## src/rtl/ff_modes_pkg.sv

```systemverilog
// ff_modes_pkg: mode encodings shared by the flip-flop bank and its bench
package ff_modes_pkg;
  typedef enum logic [1:0] {
    MODE_D  = 2'b00,
    MODE_T  = 2'b01,
    MODE_JK = 2'b10,
    MODE_SR = 2'b11
  } ff_mode_t;
endpackage

```

## src/rtl/ff_cell.sv

```systemverilog
// ff_cell: one multi-mode flip-flop bit (clk, reset, en, mode, a, b, err_clr, rst_val -> q, chg, err)
module ff_cell
  import ff_modes_pkg::*;
(
  input  logic       clk,
  input  logic       reset,
  input  logic       en,
  input  logic [1:0] mode,
  input  logic       a,
  input  logic       b,
  input  logic       err_clr,
  input  logic       rst_val,
  output logic       q,
  output logic       chg,
  output logic       err
);
  logic q_next;
  always_comb begin
    q_next = q;
    if (en)
      case (mode)
        MODE_D:  q_next = a;
        MODE_T:  q_next = q ^ a;
        MODE_JK: q_next = (a & ~q) | (~b & q);
        MODE_SR: q_next = (a & b) ? q : (a | (q & ~b));
        default: q_next = q;
      endcase
  end
  always_ff @(posedge clk or negedge reset)
    if (!reset) begin
      q   <= rst_val;
      chg <= 1'b0;
      err <= 1'b0;
    end else begin
      q   <= q_next;
      chg <= q_next ^ q;
      err <= (err & ~err_clr) | (en & (mode == MODE_SR) & a & b);
    end
endmodule

```

## src/rtl/multi_mode_ff_bank.sv

```systemverilog
// multi_mode_ff_bank: WIDTH-bit D/T/JK/SR flip-flop bank (clk, reset, en, mode, a, b, err_clr -> q, q_n, chg, sr_err)
module multi_mode_ff_bank #(
  parameter int               WIDTH     = 8,
  parameter logic [WIDTH-1:0] RESET_VAL = '0
) (
  input  logic             clk,
  input  logic             reset,
  input  logic             en,
  input  logic [1:0]       mode,
  input  logic [WIDTH-1:0] a,
  input  logic [WIDTH-1:0] b,
  input  logic             err_clr,
  output logic [WIDTH-1:0] q,
  output logic [WIDTH-1:0] q_n,
  output logic [WIDTH-1:0] chg,
  output logic [WIDTH-1:0] sr_err
);
  for (genvar i = 0; i < WIDTH; i++) begin : g_cell
    ff_cell u_cell (
      .clk     (clk),
      .reset   (reset),
      .en      (en),
      .mode    (mode),
      .a       (a[i]),
      .b       (b[i]),
      .err_clr (err_clr),
      .rst_val (RESET_VAL[i]),
      .q       (q[i]),
      .chg     (chg[i]),
      .err     (sr_err[i])
    );
  end
  assign q_n = ~q;
endmodule

```

## config.mk

```make
export PLATFORM = sky130hd
export DESIGN_NAME = multi_mode_ff_bank
export DESIGN_NICKNAME = d
export VERILOG_FILES = /design/src/rtl/ff_modes_pkg.sv /design/src/rtl/ff_cell.sv /design/src/rtl/multi_mode_ff_bank.sv
export SDC_FILE = /design/constraint.sdc
export NUM_CORES = 1
export LEC_CHECK = 0
export CORE_ASPECT_RATIO = 2
export CORE_MARGIN = 8
export CORE_UTILIZATION = 29
export DETAILED_ROUTE_END_ITERATION = 10
export GPL_TIMING_DRIVEN = 0
export PLACE_DENSITY_LB_ADDON = 0.08
export SLEW_MARGIN = 20
export SYNTH_ARGS = -nofsm -noshare
export SYNTH_HDL_FRONTEND = slang
export SYNTH_SLANG_ARGS = --single-unit
```

## constraint.sdc

```tcl
create_clock -name clk -period 1.1 [get_ports clk]
set_input_delay 0.22 -clock clk [delete_from_list [all_inputs] [get_ports clk]]
set_output_delay 0.22 -clock clk [all_outputs]
set_load 0.01 [all_outputs]
```

==> metrics.md <==
| Metric | Value |
|---|---|
| Delay of the slowest critical-path stage | `0.43 ns` |
| Crit-path max FO | `2` |
| Layout Nets | `304` |
| Max IR drop VDD | `511 uV` |
| Leakage | `1.30 nW` |
| Mapped Avg Cell Area | `8.20 sq um` |
| CORE AREA | `6010 sq um` |
| Wirelength per Cell | `18.0 um` |
| Clock Latency Late Sink | `0.26 ns` |
| Worst path cell trace | `buf_6 > inv_4 > buf_6` |
| Row count | `40` |
| Clock skew | `0.000670 ns` |
| Sequential element share of the synthesized area | `33.6%` |
| TritonCTS clock tree | `yes` |
| Grt ovf | `0` |
| Slowest stage cell, crit path | `dfrtp_2` |
| Final Slew Violations | `0` |
| # placed instances | `326` |
| Post-Route WL | `6.16 mm` |
| Most frequent CP cell | `buf_6` |
| Proportion of layout cells with a drive suffix above 1 | `49.6%` |
| Fin worst setup slack | `-0.0814 ns` |
| Root buf cell | `clkbuf_16` |
| FMAX | `846 MHz` |
| Area occupied by multi-input gates | `988 sq um` |
| Slew @ Worst Pin | `0.613 ns` |
| Layout fillers | `605` |
| Dpl hpwl | `4.08 mm` |
| Crit. End Element | `primary output` |
| Syn Inst Count | `218` |
| Syn nets | `240` |
| Die width | `71.5 um` |
| Crit path DAT | `0.96 ns` |
| Failing checks | `negative setup slack` |
| Unrepaired setup endpoints after global routing | `true` |
| Post-route DRC violation count | `0` |
| Min-Delay Startpoint | `a[1]` |
| GPL Wtd Cong | `0.720` |
| Initial Util | `29.8%` |
| Tot Pwr | `3.68 mW` |
| Setup violators final | `19` |
| CP Class | `register to primary output` |
| Largest net degree at the start of global routing | `25` |
| Die ar. | `9080 sq um` |
| CP Data Required Time | `0.88 ns` |
| Die height | `127 um` |
| PD cells | `1280 nW/um^2` |
| Htree depth | `1` |
| FF-to-FF Start | `g_cell[5].u_cell.q` |
| Clock sinks | `24` |
| Via count | `1822` |
| Slew HR | `59.1%` |
| Setup crit start | `g_cell[2].u_cell.q` |
| Inserted Diodes | `0` |
| Fin crit share | `107%` |
| Register area | `609 sq um` |
| Hold slack | `0.280 ns` |
| Post-Layout Cell Count | `343` |
| CTS clock-pin slew for the worst setup and hold paths | `0.06 ns` |
| Max Cap Viol | `0` |
| Clk buf depth | `2` |
| Synthesized flop and latch total | `24` |
| Post-synth top area share | `33.6%` |
| 1st-pass router iterations | `4` |
| Largest cells by area after synthesis | `dfrtp_1, buf_4, o21ai_0` |
| Gr usage total | `13.6%` |
| Netlist Area Pre-Place | `1790 sq um` |
| Status | `finished with violations` |
| First-pass GRT wire length | `9.76 mm` |
| TritonCTS Buffers | `3` |
| Minimum clock period | `1.18 ns` |
| Port Buffers | `45` |
| DR iter-0 viols | `62` |
| Via density | `5.31` |
| Worst setup SP type | `register` |
| Vias in the first global route | `1832` |
| IO Count | `54` |
| Synth-to-Final Area Change | `61.1%` |
| Antenna violations before repair | `0` |
| Worst hold path class | `input pin to register` |
| Final ANT Viol Nets | `0` |
| Hold Violations, Final | `0` |
| Post-synthesis cell type count | `27` |
| Synth warn | `0` |
| Area leader, netlist | `dfrtp_1` |
[metrics by stage]
step	setup slack [ns]	setup TNS [ns]	utilization, %	instance area [sq um]
after global placement	-0.674	-31.47	38.6	2320
after global routing	-0.0954	-1.43	47.9	2880
after detailed placement	-0.672	-18.58	38.5	2310
final	-0.0814	-0.797	47.9	2880
after floorplan	0.0738	0	-	1790
after CTS	-0.0772	-0.856	45.6	2740
[worst paths after layout]
check / endpoint / slack (ns) / cells after the start
min in group asynchronous: g_cell[7].u_cell.chg / 0.50 / 2
min reg2reg: g_cell[6].u_cell.err / 0.54 / 2
min: g_cell[1].u_cell.err / 0.28 / 3
max in group asynchronous: g_cell[4].u_cell.q / 0.16 / 2
max reg2reg: g_cell[5].u_cell.q / -0.05 / 4
max: q_n[2] / -0.08 / 3
[logic make-up after synthesis]
family,synth area share [%]
and+or+nand+nor,26.6
buffers and inverters,20.9
AOI/OAI and AO/OA,18.8
DFF,33.6
[cells in the final DEF, fill, tap and decap left out, types with 2 or more instances in the layout]
master            n
a211oi_1          3
a211oi_2          6
a21oi_1           2
a31oi_1           8
buf_2             5
buf_4            23
buf_6            54
clkbuf_16         4
clkbuf_2          6
clkdlybuf4s50_1   2
dfrtp_1          17
dfrtp_2           7
dlymetal6s2s_1    7
inv_1             8
inv_4             7
nand2_1          14
nand2_2           4
nand2b_1          7
nand3_1          15
nand3b_1          3
nand4_1          14
nand4b_1          7
nor4bb_1          2
nor4bb_4          4
o21ai_0          14
o21ai_1           7
o22ai_1           8
o22ai_2           6
[final cells by class]
| class | instances | share of cell area [%] |
|---|---|---|
| multi-input combinational | 133 | 34.3 |
| timing repair buffer | 71 | 26.6 |
| sequential | 24 | 21.2 |
| buffer | 33 | 9.87 |
| tap | 63 | 2.74 |
| inverter | 16 | 2.69 |
| clock buffer | 3 | 2.61 |
[Yosys cell counts]
| cell | n |
|---|---|
| buf_4 | 28 |
| nand3_1 | 15 |
| a211oi_1 | 9 |
| nor4bb_1 | 6 |
| nand3b_1 | 3 |
| o22ai_1 | 15 |
| nor2b_2 | 1 |
| inv_1 | 16 |
| nand3_2 | 1 |
| nand4_1 | 14 |
| a31oi_1 | 8 |
| nand2_1 | 18 |
| o21ai_0 | 20 |
| o21ai_1 | 2 |
| a21oi_1 | 3 |
| nand4b_1 | 7 |
| buf_1 | 1 |
| clkbuf_2 | 6 |
| nor4bb_2 | 1 |
| and2b_4 | 1 |
| or2_1 | 1 |
| nand2b_1 | 8 |
| clkbuf_4 | 1 |
| buf_6 | 3 |
| clkbuf_1 | 1 |
| buf_2 | 5 |
| dfrtp_1 | 24 |
[metal layers]
layer  GRT usage [%]  up-vias  wire (um)
met1            14.9      887       2460
met5               0        -          0
met2            25.5       41       3400
met3            1.33        5        208
met4            5.45        0         97
li1                -      889          -
[worst max-delay path, delay by kind of cell, from the launching register on]
family	cells	cell delay, ns
buf+inv	3	0.26
flops	1	0.43
[registers in the layout (all words and copies together) (netlist names)]
name	count
g_cell.u_cell.chg	8
g_cell.u_cell.err	8
g_cell.u_cell.q	8
[report_power, final]
part / switching [mW] / internal [mW] / leakage [nW]
registers: 0.0847 / 1.00 / 0.299
logic: 0.753 / 1.04 / 0.969
clock network: 0.318 / 0.482 / 0.0370
[timing repair]
item                                   in CTS  in global routing
endpoints found under the hold margin      24                  0
pin swaps                                  11                 11
setup endpoints to repair                  56                 41
cloned                                      1                  0
gates resized for setup                   219                 42
buffers inserted                           23                  1
hold buffers                                1                  0
No activity file was read; power rests on OpenSTA's default activity.
